<file path="config.mk">
export PLATFORM = sky130hd
export DESIGN_NAME = fifo4_rr_read_sched_flat
export DESIGN_NICKNAME = d
export VERILOG_FILES = /design/src/rtl/fifo4_rr_read_sched_if.sv /design/src/rtl/fifo4_rr_read_sched.sv /design/src/flat_wrapper.sv
export SDC_FILE = /design/constraint.sdc
export NUM_CORES = 1
export LEC_CHECK = 0
export ABC_AREA = 1
export CAP_MARGIN = 10
export CORE_UTILIZATION = 49
export CTS_BUF_LIST = sky130_fd_sc_hd__clkbuf_8
export CTS_CLUSTER_DIAMETER = 30
export DETAILED_ROUTE_END_ITERATION = 12
export GPL_TIMING_DRIVEN = 0
export PLACE_DENSITY = 0.85
export SLEW_MARGIN = 20
export SYNTH_ARGS = -nofsm -noshare
export SYNTH_HDL_FRONTEND = slang
export SYNTH_SLANG_ARGS = --single-unit
</file>
<file path="constraint.sdc">
create_clock -name ch1_wrclk -period 4.3 [get_ports ch1_wrclk]
set_input_delay 0.645 -clock ch1_wrclk [delete_from_list [all_inputs] [get_ports ch1_wrclk]]
set_output_delay 0.645 -clock ch1_wrclk [all_outputs]
set_load 0.01 [all_outputs]
</file>
<file path="src/rtl/fifo4_rr_read_sched_if.sv">
// FIFO read-side and uplink signal bundle for fifo4_rr_read_sched.
// FIFO_OVF_FLAG_EN adds fifo_full and ovf_sticky.
interface fifo4_rr_read_sched_if;
    logic        arb_en;
    logic [3:0]  fifo_empty;
    logic [31:0] fifo_q0;
    logic [31:0] fifo_q1;
    logic [31:0] fifo_q2;
    logic [31:0] fifo_q3;
    logic [3:0]  fifo_rdreq;
    logic        up_ready;
    logic        data_valid;
    logic [63:0] up_data;
    logic [1:0]  grant_ch;
`ifdef FIFO_OVF_FLAG_EN
    logic [3:0]  fifo_full;
    logic [3:0]  ovf_sticky;

    modport master (
        input  arb_en, fifo_empty, fifo_q0, fifo_q1, fifo_q2, fifo_q3, up_ready, fifo_full,
        output fifo_rdreq, data_valid, up_data, grant_ch, ovf_sticky
    );
    modport slave (
        output arb_en, fifo_empty, fifo_q0, fifo_q1, fifo_q2, fifo_q3, up_ready, fifo_full,
        input  fifo_rdreq, data_valid, up_data, grant_ch, ovf_sticky
    );
`else
    modport master (
        input  arb_en, fifo_empty, fifo_q0, fifo_q1, fifo_q2, fifo_q3, up_ready,
        output fifo_rdreq, data_valid, up_data, grant_ch
    );
    modport slave (
        output arb_en, fifo_empty, fifo_q0, fifo_q1, fifo_q2, fifo_q3, up_ready,
        input  fifo_rdreq, data_valid, up_data, grant_ch
    );
`endif
endinterface

</file>
<file path="src/rtl/fifo4_rr_read_sched.sv">
// Round-robin burst reader of four channel FIFOs onto a tagged 64-bit uplink (FIFO_OVF_FLAG_EN: overflow flag).
// Latency: rdreq one cycle after grant, data_valid two cycles after rdreq; 1 word / 3 cycles steady state.
// Backpressure: the word is held in HOLD until up_ready; no FIFO read is issued while held.
module fifo4_rr_read_sched #(
    parameter logic [15:0] HDR_WORD  = 16'hA55A,
    parameter int unsigned BURST_MAX = 4
) (
    input  logic                  ch1_wrclk,
    input  logic                  rst_n,
    fifo4_rr_read_sched_if.master bus
);
    typedef enum logic [1:0] {IDLE, READ, CAPT, HOLD} state_t;

    state_t      state;
    logic [1:0]  rr_ptr;
    logic [3:0]  burst_cnt;
    logic [7:0]  seq [4];
    logic [1:0]  cand;
    logic [1:0]  pick_ch;
    logic        pick_vld;
    logic [31:0] q_sel;
    logic        ovf_bit;

    // Walk from the farthest candidate back to rr_ptr so the nearest non-empty channel wins.
    always_comb begin
        cand     = rr_ptr;
        pick_ch  = rr_ptr;
        pick_vld = 1'b0;
        for (int i = 3; i >= 0; i--) begin
            cand = rr_ptr + 2'(i);
            if (!bus.fifo_empty[cand]) begin
                pick_ch  = cand;
                pick_vld = 1'b1;
            end
        end
    end

    always_comb begin
        case (bus.grant_ch)
            2'd0:    q_sel = bus.fifo_q0;
            2'd1:    q_sel = bus.fifo_q1;
            2'd2:    q_sel = bus.fifo_q2;
            default: q_sel = bus.fifo_q3;
        endcase
    end

`ifdef FIFO_OVF_FLAG_EN
    always_ff @(posedge ch1_wrclk or negedge rst_n) begin
        if (!rst_n) bus.ovf_sticky <= '0;
        else        bus.ovf_sticky <= bus.ovf_sticky | bus.fifo_full;
    end
    assign ovf_bit = bus.ovf_sticky[bus.grant_ch];
`else
    assign ovf_bit = 1'b0;
`endif

    always_ff @(posedge ch1_wrclk or negedge rst_n) begin
        if (!rst_n) begin
            state          <= IDLE;
            rr_ptr         <= 2'd0;
            burst_cnt      <= 4'd0;
            bus.fifo_rdreq <= 4'd0;
            bus.data_valid <= 1'b0;
            bus.up_data    <= 64'd0;
            bus.grant_ch   <= 2'd0;
            for (int i = 0; i < 4; i++) seq[i] <= 8'd0;
        end else begin
            case (state)
                IDLE: begin
                    if (bus.arb_en && pick_vld) begin
                        bus.grant_ch   <= pick_ch;
                        burst_cnt      <= 4'd0;
                        bus.fifo_rdreq <= 4'b0001 << pick_ch;
                        state          <= READ;
                    end
                end
                READ: begin
                    bus.fifo_rdreq <= 4'd0;
                    state          <= CAPT;
                end
                CAPT: begin
                    bus.up_data        <= {HDR_WORD, ovf_bit, 5'd0, bus.grant_ch, seq[bus.grant_ch], q_sel};
                    bus.data_valid     <= 1'b1;
                    seq[bus.grant_ch]  <= seq[bus.grant_ch] + 8'd1;
                    burst_cnt          <= burst_cnt + 4'd1;
                    state              <= HOLD;
                end
                HOLD: begin
                    if (bus.up_ready) begin
                        bus.data_valid <= 1'b0;
                        if (bus.arb_en && (burst_cnt < 4'(BURST_MAX)) && !bus.fifo_empty[bus.grant_ch]) begin
                            bus.fifo_rdreq <= 4'b0001 << bus.grant_ch;
                            state          <= READ;
                        end else begin
                            rr_ptr <= bus.grant_ch + 2'd1;
                            state  <= IDLE;
                        end
                    end
                end
                default: state <= IDLE;
            endcase
        end
    end
endmodule

</file>
<file path="src/flat_wrapper.sv">
// flat-port wrapper written by rule: the top's interface ports become plain ports
module fifo4_rr_read_sched_flat 
#(
    parameter logic [15:0] HDR_WORD  = 16'hA55A,
    parameter int unsigned BURST_MAX = 4
)
  (ch1_wrclk, rst_n, bus_arb_en, bus_fifo_empty, bus_fifo_q0, bus_fifo_q1, bus_fifo_q2, bus_fifo_q3, bus_up_ready, bus_fifo_rdreq, bus_data_valid, bus_up_data, bus_grant_ch);
  fifo4_rr_read_sched_if bus_i ();
  input  logic ch1_wrclk;
  input  logic rst_n;
  input wire logic [$bits(bus_i.arb_en)-1:0] bus_arb_en;
  input wire logic [$bits(bus_i.fifo_empty)-1:0] bus_fifo_empty;
  input wire logic [$bits(bus_i.fifo_q0)-1:0] bus_fifo_q0;
  input wire logic [$bits(bus_i.fifo_q1)-1:0] bus_fifo_q1;
  input wire logic [$bits(bus_i.fifo_q2)-1:0] bus_fifo_q2;
  input wire logic [$bits(bus_i.fifo_q3)-1:0] bus_fifo_q3;
  input wire logic [$bits(bus_i.up_ready)-1:0] bus_up_ready;
  output wire logic [$bits(bus_i.fifo_rdreq)-1:0] bus_fifo_rdreq;
  output wire logic [$bits(bus_i.data_valid)-1:0] bus_data_valid;
  output wire logic [$bits(bus_i.up_data)-1:0] bus_up_data;
  output wire logic [$bits(bus_i.grant_ch)-1:0] bus_grant_ch;
  assign bus_i.arb_en = bus_arb_en;
  assign bus_i.fifo_empty = bus_fifo_empty;
  assign bus_i.fifo_q0 = bus_fifo_q0;
  assign bus_i.fifo_q1 = bus_fifo_q1;
  assign bus_i.fifo_q2 = bus_fifo_q2;
  assign bus_i.fifo_q3 = bus_fifo_q3;
  assign bus_i.up_ready = bus_up_ready;
  assign bus_fifo_rdreq = bus_i.fifo_rdreq;
  assign bus_data_valid = bus_i.data_valid;
  assign bus_up_data = bus_i.up_data;
  assign bus_grant_ch = bus_i.grant_ch;
  fifo4_rr_read_sched #(.HDR_WORD(HDR_WORD), .BURST_MAX(BURST_MAX)) u_core (.ch1_wrclk(ch1_wrclk), .rst_n(rst_n), .bus(bus_i));
endmodule
</file>
======== Word level (Yosys, flattened, before mapping) ========
Index checks and enable logic that the tools add are counted.
cells by class
  $add $sub $neg .......................... 6
  order comparisons ....................... 8
  eq/ne operators ......................... 8
  shift-type cells ........................ 2
  multiplexer cells ....................... 37
  bitwise logic cells ..................... 2
  reduce and logical (&&, ||, !) cells .... 16
operators with widths
  operator                                             count
  one-hot mux 32 bit (3 select lines)                  1
  bitwise mux 32 bit                                   1
  two-way mux 8 bit                                    3
  binary-select mux 8 bit (select 2 bit)               1
  demux 8 bit (select 2 bit)                           1
  two-way mux 4 bit                                    4
  < comparator 2 x 3 -> 1 bit, second input constant   5
  two-way mux 2 bit                                    6
  one-hot mux 4 bit (3 select lines)                   1
  two-way mux 1 bit                                    11
  binary-select mux 1 bit (select 2 bit)               5
  adder 8 x 1 -> 8 bit, second input constant          1
  one-hot mux 2 bit (4 select lines)                   1
  one-hot mux 4 bit (2 select lines)                   1
  AND reduction 2 bit                                  4
  << shifter 1 x 2 -> 4 bit, first input constant      2
  equality test 2 bit, second input constant           3
  adder 2 x 1 -> 2 bit, second input constant          2
  adder 2 bit, second input constant                   2
  adder 4 x 1 -> 4 bit, second input constant          1
  equality test 2 x 1 -> 1 bit, second input constant  2
  logical AND 1 bit                                    4
  zero test 2 bit                                      2
  < comparator 4 x 3 -> 1 bit, second input constant   1
  12 further kinds                                     14
word-level totals
  register bits ........................... 90
  output and inout port bits .............. 71
  logic and storage cells ................. 90

======== Logic depth before layout (Yosys ltp) ========
Gate-level depths: netlist of the first run.
  depth in word-level cells ............... 10
  depth in mapped cells ................... 14
  mapped depth without buffers ............ 14

======== Least setup slack after synthesis of the first run ========
Ideal clock, no wire load.
  path kind ............................... register to register
  from .................................... register u_core.bus.grant_ch[0]
  to ...................................... register u_core.seq[14] (netlist bit)
  library setup time ...................... 0.117 ns
  arrival time ............................ 1.746 ns
  data required time ...................... 4.183 ns
  setup slack ............................. 2.437 ns
  cell stages (with the launch flop) ...... 11
  period minus slack after synthesis ...... 1.863 ns
  cells stage by stage .................... dfrtp_1 -> buf_4 -> o21ai_0 -> nand2_1 -> inv_1 -> ha_1 -> nand4_1 -> nor2_1 -> nand3_1 -> nand3_1 -> nand2_1
on the way
  longest elaborated chain between the ends .. 6
  elaborated cells on any way between the ends .. 11
  classes of those cells .................. 1 x add/sub; 2 x order compare; 6 x mux; 1 x bitwise; 1 x reduce/logical
ends and longest elaborated chain
  element                                                                              line                          RTL
  start: declaration                                                                   fifo4_rr_read_sched_if.sv:30  output fifo_rdreq, data_valid, up_data, grant_ch
  start signal: assignment                                                             fifo4_rr_read_sched.sv:71     bus.grant_ch <= pick_ch;
  NOT 2 -> 3 bit (implied by the code) (*)                                             fifo4_rr_read_sched.sv:84     seq[bus.grant_ch] <= seq[bus.grant_ch] + 8'd1;
  binary-select mux 8 bit (select 2 bit), or another cell as far along                 fifo4_rr_read_sched.sv:84
  two-way mux 8 bit (implied by the code) / logical AND 1 bit (equally long branches)  fifo4_rr_read_sched.sv:84
  two-way mux 8 bit (implied by the code)                                              fifo4_rr_read_sched.sv:84
  adder 8 x 1 -> 8 bit / demux 8 bit (select 2 bit) (equally long branches)            fifo4_rr_read_sched.sv:84
  bitwise mux 32 bit (*)                                                               fifo4_rr_read_sched.sv:84
  end signal: indexed assignment                                                       fifo4_rr_read_sched.sv:84
  end: declaration                                                                     fifo4_rr_read_sched.sv:17     logic [7:0] seq [4];
Every way passes the cells marked *; elsewhere a longest branch is shown, timed or not. The select of a mux whose other input is x is not followed.
A chain may end at the register's enable or synchronous reset.

======== Worst setup path in the final report of the first run ========
  from .................................... register u_core.bus.grant_ch[1]
  to ...................................... register u_core.bus.up_data[7]
on the way
  longest elaborated chain between the ends .. 2
  elaborated cells on any way between the ends .. 4
  classes of those cells .................. 2 x eq/ne; 1 x mux; 1 x reduce/logical
ends and longest elaborated chain
  element                                            line                          RTL
  equality test 2 bit, or another cell as far along  fifo4_rr_read_sched.sv:39     case (bus.grant_ch)
  one-hot mux 32 bit (3 select lines) (*)            fifo4_rr_read_sched.sv:39
  end signal: assignment                             fifo4_rr_read_sched.sv:82     bus.up_data <= {HDR_WORD, ovf_bit, 5'd0, bus.grant_ch, seq[bus.grant_ch], q_sel};
  end: declaration                                   fifo4_rr_read_sched_if.sv:30
Every way passes the cells marked *; elsewhere a longest branch is shown, timed or not.

==> metrics.cfg, run 1 <==
[status]
outcome=complete, no violations

[clock_tree]
cts_tree=done
cts.repair.resized=0
clkLatencyLatePin_ns=0.36
cts_buffer_depth=2
htreeDepth=3
postCtsSetupRepairBufs=0
clk_pin_slew_ns=0.10
ctsHoldBuffers=0
cts_buffers=9
cts-root-buf=clkbuf_8
clock_sinks=90

[place]
post-place-cells=1056
detailed_place_hpwl_mm=12.8
placed_area_um2=7320
pre_cts_ws_ns=1.81
gp_congestion=0.957
port_buffers=192

[layout]
final_cell_mix=296 x nand2_1, 191 x clkdlybuf4s50_1, 90 x dfrtp_1, 73 x o21ai_0, 43 x nand3_1
antenna_cells=0
post-route-util_pct=73.3
layout.cells.non_filler=1072
final_common_cell=nand2_1
finalInstanceArea_um2=7530
fill_cells=809
area_delta_synth_final_pct=45.9
layout.nets=1079
drive_above_1_share_pct=5.77

[setup_path]
worstPathMaxFanout=11
worstPathArrival_ns=2.87
crit_path_end_kind=flop
criticalPathCategory=reg -> reg
r2r-end=u_core.bus.up_data[7]$_DFFE_PN0P_
reg2reg_from=u_core.bus.grant_ch[1]$_DFFE_PN0P_
start_kind=flop
crit_required_ns=4.60
endpoint=u_core.bus.up_data[7]$_DFFE_PN0P_
r2r_slack_ns=1.74
ff2ff_path_depth=9
critPathLaunch=u_core.bus.grant_ch[1]$_DFFE_PN0P_

[routing]
wl_per_cell_um=15.8
ant_nets=0
drt_iter0_markers=558
routed_wl_mm=16.9
vias=5798
viasPerCell=5.41
drc=0
firstDrtPassIters=5

[yosys]
ys_warn_count=0
yosys.area.top_type=dfrtp_1
syn_area_per_cell_um2=7.23
synthTopCellsByArea=dfrtp_1 44%, nand2_1 22%, o21ai_0 7.1%, nand3_1 4.2%, a21oi_1 4.0%
netlist_area_um2=5160
ys_seq_area_share_pct=43.7
synth.top_cell.area_share_pct=43.7
syn_inst=714
synth-seq-cells=90
synth.distinct_cells=35

[floorplanning]
start_util_pct=50.2
dieArea_um2=10900
die_y_um=105
die_w_um=105
rows=37
io_pins=207
coreArea_um2=10300

[grt]
gr-usage-all-layers_pct=31.0
overflow=0
grt_pass1_wl_mm=27.1
first_global_vias=5553
antenna_found_initial=0
grt_max_degree=49

[timing]
max-slew-margin-rel_pct=62.0
setup_viol=0
hold_violations=0
fmax_ghz=0.390
fin_worst_skew_ns=0.0131
tightestPinTransition_ns=0.571
post-route-min-period_ns=2.56
slew_viol_final=0
fin_crit_sh_pct=59.6
rsz0062_at_grt=false
fin_ws_ns=1.74

[power]
power_density_nw_per_um2=661
p_leak_nw=3.54
ir_drop_v=0.000361
p_total_w=0.00498

[job]
cap_violations=0

[worst_hold_path]
hp-class=in -> async

## logic make-up (layout without fill, tap and decap cells)
group	count (synthesis)	in the layout	synth area share (%)
and+or+nand+nor	364	364	28.6
AOI/OAI and AO/OA	152	152	15.8
buffers and inverters	93	302	8.61
DFF	90	90	43.7
adders and majority gates	12	12	2.91
xor gates and xnor gates	2	2	0.340
other	1	14	0.0727
## routing by layer
metal / up-vias / wire, um / global-route usage [%]
li1: 2737 / - / -
met1: 2728 / 7120 / 39.8
met2: 287 / 8120 / 51.5
met3: 46 / 1150 / 5.12
met4: 0 / 548 / 13.9
met5: - / 0 / 0
## synth_stat cells (all sizes together)
cell,n
nand3,44
dfrtp,90
nand2,297
o22ai,1
or2,1
nand4,3
o21a,1
and3,1
conb,1
clkbuf,28
nand3b,1
a32o,1
nor3,4
and2,1
ha,12
clkinv,1
a21oi,41
nor2,11
inv,31
o31ai,1
a31oi,32
nor3b,1
xor2,2
buf,33
o21ai,75
## through the flow
step	hold slack (ns)	TNS, ns
after floorplan	0.349	0
after global placement	0.461	-41.87
after detailed placement	0.465	0
after CTS	0.291	0
after global routing	0.320	0
final	0.286	0
## worst min-delay path by stage
| stage | slack (ns) | end | depth (start not counted) |
|---|---|---|---|
| floorplan | 0.35 | u_core.burst_cnt[0]$_DFFE_PN0P_ | 0 |
| global placement | 0.46 | u_core.bus.up_data[10]$_DFFE_PN0P_ | 2 |
| detailed placement | 0.46 | u_core.bus.up_data[21]$_DFFE_PN0P_ | 2 |
| CTS | 0.29 | u_core.bus.up_data[22]$_DFFE_PN0P_ | 1 |
| global route | 0.32 | u_core.bus.up_data[26]$_DFFE_PN0P_ | 1 |
| finish | 0.29 | u_core.bus.up_data[26]$_DFFE_PN0P_ | 1 |
## worst max-delay path: stages (launching register included)
cell      delay, ns
dfrtp_1        0.48
inv_1          0.16
buf_2          0.31
ha_1           0.20
clkbuf_1       0.34
clkbuf_1       0.46
nand2_1        0.11
a31oi_1        0.20
o21ai_0        0.13
nand2_1        0.09
## state kept, by name, summed over array words and instances, names as in the netlist
signal                 count
u_core.bus.fifo_rdreq      4
u_core.bus.data_valid      1
u_core.seq                32
u_core.state               2
u_core.bus.up_data        43
u_core.rr_ptr              2
u_core.bus.grant_ch        2
u_core.burst_cnt           4
## layout make-up
type	instances	area [um2]	area share [%]
multi-input cells	544	2510	33.4
repair buffers	193	1950	25.9
well taps	136	170	2.26
clock buffers	10	138	1.83
flip-flops and latches	90	2250	29.9
inverters	32	120	1.60
clock inverters	6	66.3	0.881
plain buffers	61	324	4.30
## power by group
part | total (W) | internal (W) | switching (W)
clock network | 0.000593 | 0.000284 | 0.000308
logic | 0.00294 | 0.00114 | 0.00180
registers | 0.00145 | 0.00122 | 0.000225
total | 0.00498 | 0.00264 | 0.00233
No activity file was read; power rests on OpenSTA's default activity.
==> inputs of run 2 (changes only) <==
--- a/config.mk
+++ b/config.mk
@@ -7,12 +7,12 @@
 export LEC_CHECK = 0
 export ABC_AREA = 1
 export CAP_MARGIN = 10
-export CORE_UTILIZATION = 49
+export CORE_UTILIZATION = 45
 export CTS_BUF_LIST = sky130_fd_sc_hd__clkbuf_8
 export CTS_CLUSTER_DIAMETER = 30
 export DETAILED_ROUTE_END_ITERATION = 12
 export GPL_TIMING_DRIVEN = 0
-export PLACE_DENSITY = 0.85
+export PLACE_DENSITY = 0.79
 export SLEW_MARGIN = 20
 export SYNTH_ARGS = -nofsm -noshare
 export SYNTH_HDL_FRONTEND = slang
==> constraint.sdc (replaced) <==
create_clock -name ch1_wrclk -period 2.4 [get_ports ch1_wrclk]
set_input_delay 0.36 -clock ch1_wrclk [delete_from_list [all_inputs] [get_ports ch1_wrclk]]
set_output_delay 0.36 -clock ch1_wrclk [all_outputs]
set_load 0.01 [all_outputs]
==> run 2 against run 1 <==
Compared with the run above: clock skew is 0.0050 ns lower; maximum frequency rose by 14%; clock-buffer cell count unchanged; non-clock buffer count down 1; setup slack worse by 1.6 ns; global-route usage shrank 3.9 points; utilization decreased by 5.0 points; sequential cell count is the same; critical endpoint is now u_core.seq[14]$_DFFE_PN0P_.
==> metrics.cfg, run 2 (synthesis results as in run 1) <==
[floorplanning]
die_w_um=109  ; was 105 um
start_util_pct=47.0  ; was 50.2%
rows=38  ; was 37
dieArea_um2=11900  ; was 10900 um2
io_pins=207  ; unchanged
die_y_um=109  ; was 105 um
coreArea_um2=11000  ; was 10300 um2

[routing]
firstDrtPassIters=5  ; unchanged
drt_iter0_markers=363  ; was 558
viasPerCell=5.22  ; was 5.41
drc=0  ; unchanged
routed_wl_mm=16.7  ; was 16.9 mm
wl_per_cell_um=15.6  ; was 15.8 um
ant_nets=0  ; unchanged
vias=5606  ; was 5798

[status]
outcome=complete, no violations  ; unchanged

[grt]
gr-usage-all-layers_pct=27.0  ; was 31.0%
grt_pass1_wl_mm=25.0  ; was 27.1 mm
first_global_vias=5197  ; was 5553
antenna_found_initial=0  ; unchanged
grt_max_degree=47  ; was 49
overflow=0  ; unchanged

[layout]
final_cell_mix=296 x nand2_1, 191 x clkdlybuf4s50_1, 90 x dfrtp_1, 73 x o21ai_0, 43 x nand3_1  ; unchanged
layout.nets=1078  ; was 1079
largest_reg_flops=43  ; unchanged
antenna_cells=0  ; unchanged
drive_above_1_share_pct=6.75  ; was 5.77%
final_common_cell=nand2_1  ; unchanged
ff_latch_area_um2=2250  ; unchanged
fill_cells=939  ; was 809
multi_input_area_um2=2510  ; unchanged
largest_register=u_core.bus.up_data  ; unchanged
finalInstanceArea_um2=7500  ; was 7530 um2
top_regs=u_core.bus.up_data: 43 flops, u_core.seq: 32 flops  ; unchanged
area_delta_synth_final_pct=45.3  ; was 45.9%

[place]
port_buffers=192  ; unchanged
detailed_place_hpwl_mm=12.8  ; about the same
gp_congestion=0.874  ; was 0.957
pre_cts_ws_ns=-0.0476  ; was 1.81 ns
placed_area_um2=7320  ; about the same

[clock_tree]
cts_buffers=9  ; unchanged
clock_sinks=90  ; unchanged
htreeDepth=3  ; unchanged
cts-root-buf=clkbuf_8  ; unchanged
ctsHoldBuffers=0  ; unchanged
clk_pin_slew_ns=0.08  ; was 0.10 ns
clkLatencyLatePin_ns=0.35  ; was 0.36 ns
cts_buffer_depth=2  ; unchanged
cts_tree=done  ; unchanged

[setup_path]
criticalPathCategory=reg -> reg  ; unchanged
crit_path_max_incr_delay_ns=0.50  ; was 0.48 ns
worstPathMaxFanout=10  ; was 11
worstPathArrival_ns=2.49  ; was 2.87 ns
crit_required_ns=2.64  ; was 4.60 ns
crit_path_end_kind=flop  ; unchanged
crit_chain=clkbuf_4, a21oi_1, o21ai_0, nand2_1, inv_1, ha_1, nand4_1, nor2_1, nand3_1, nand3_1, nand2_1  ; was inv_1, buf_2, ha_1, clkbuf_1, clkbuf_1, nand2_1, a31oi_1, o21ai_0, nand2_1
start_kind=flop  ; unchanged
cp_slowest_cell=dfrtp_1  ; unchanged

[worst_hold_path]
hp-class=in -> async  ; unchanged

[timing]
fin_ws_ns=0.143  ; was 1.74 ns
fin_crit_sh_pct=94.0  ; was 59.6%
fmax_ghz=0.443  ; was 0.390 GHz
post-route-min-period_ns=2.26  ; was 2.56 ns
fin_worst_skew_ns=0.00806  ; was 0.0131 ns
max-slew-margin-rel_pct=61.5  ; was 62.0%
tightestPinTransition_ns=0.578  ; was 0.571 ns
setup_viol=0  ; unchanged
slew_viol_final=0  ; unchanged
hold_violations=0  ; unchanged

[power]
ir_drop_v=0.000679  ; was 0.000361 V
power_density_nw_per_um2=1170  ; was 661 nW/um2
p_leak_nw=3.56  ; was 3.54 nW

[job]
cap_violations=0  ; unchanged

==> run 2: cell types whose count changed in the layout (fill, tap and decap cells not counted) <==
| cell | previous run | this run |
|---|---|---|
| clkbuf_1 | 28 | 16 |
| clkbuf_2 | 0 | 8 |
| clkbuf_4 | 0 | 3 |
| clkinv_2 | 1 | 4 |
| clkinvlp_4 | 3 | 0 |
| buf_12 | 0 | 1 |
| buf_16 | 1 | 0 |
| bufinv_16 | 1 | 0 |
| clkinv_4 | 1 | 0 |
==> run 2: worst paths after layout <==
check / start / to / slack (ns) / cells after the start
max: u_core.bus.grant_ch[1]$_DFFE_PN0P_ / u_core.seq[14]$_DFFE_PN0P_ / 0.14 / 11
min: rst_n / u_core.bus.up_data[29]$_DFFE_PN0P_ / 0.01 / 1
max reg2reg: u_core.bus.grant_ch[1]$_DFFE_PN0P_ / u_core.seq[14]$_DFFE_PN0P_ / 0.14 / 11
min reg2reg: u_core.bus.up_data[7]$_DFFE_PN0P_ / u_core.bus.up_data[7]$_DFFE_PN0P_ / 0.48 / 2
max in group asynchronous: rst_n / u_core.bus.up_data[9]$_DFFE_PN0P_ / 1.75 / 2
min in group ch1_wrclk: u_core.bus.up_data[7]$_DFFE_PN0P_ / u_core.bus.up_data[7]$_DFFE_PN0P_ / 0.48 / 2
==> run 2: cell type report <==
cell class / count / area share [%]
inverters: 32 / 1.60
clock inverters: 4 / 0.267
multi-input cells: 544 / 33.5
clock buffers: 10 / 1.84
well taps: 140 / 2.34
plain buffers: 60 / 4.56
repair buffers: 193 / 25.9
flip-flops and latches: 90 / 30.0
==> run 2: through the flow <==
| stage | util (%) | TNS [ns] | instances | hold WS [ns] | total power, W |
|---|---|---|---|---|---|
| CTS | 68.2 | 0 | 1074 | 0.0244 | 0.00871 |
| floorplan | - | 0 | 727 | 0.0644 | 0.00571 |
| detailed placement | 66.7 | -0.168 | 1060 | 0.401 | 0.00779 |
| global placement | 66.5 | -195.95 | 1059 | 0.462 | 0.00763 |
| global route | 68.3 | -0.00438 | 1073 | 0.0521 | 0.00948 |
| finish | 68.3 | 0 | 1073 | 0.0115 | 0.00873 |
==> run 2: worst max-delay path, delay by kind of cell (launching register included) <==
family,cells,cell delay [ns]
adders and majority gates,1,0.22
and+or+nand+nor,6,0.83
DFF,1,0.50
AOI/OAI and AO/OA,2,0.14
buffers and inverters,2,0.46
==> run 2: routing by layer <==
metal / share of wire [%] / global-route usage, %
met5: 0 / 0
met4: 1.4 / 7.82
met3: 7.6 / 4.18
met2: 49 / 46.7
met1: 42 / 34.8
==> run 2: report_power, final <==
part / internal (W) / leakage [nW] / switching, W / total, W
logic: 0.00207 / 2.34 / 0.00320 / 0.00527
registers: 0.00219 / 1.13 / 0.000394 / 0.00258
clock network: 0.000386 / 0.0875 / 0.000499 / 0.000885
==> run 2: what timing repair did <==
item / in CTS / in global routing
setup buffers: 0 / 0
setup endpoints to repair: 24 / 43
gates cloned: 0 / 0
gates resized for setup: 6 / 16
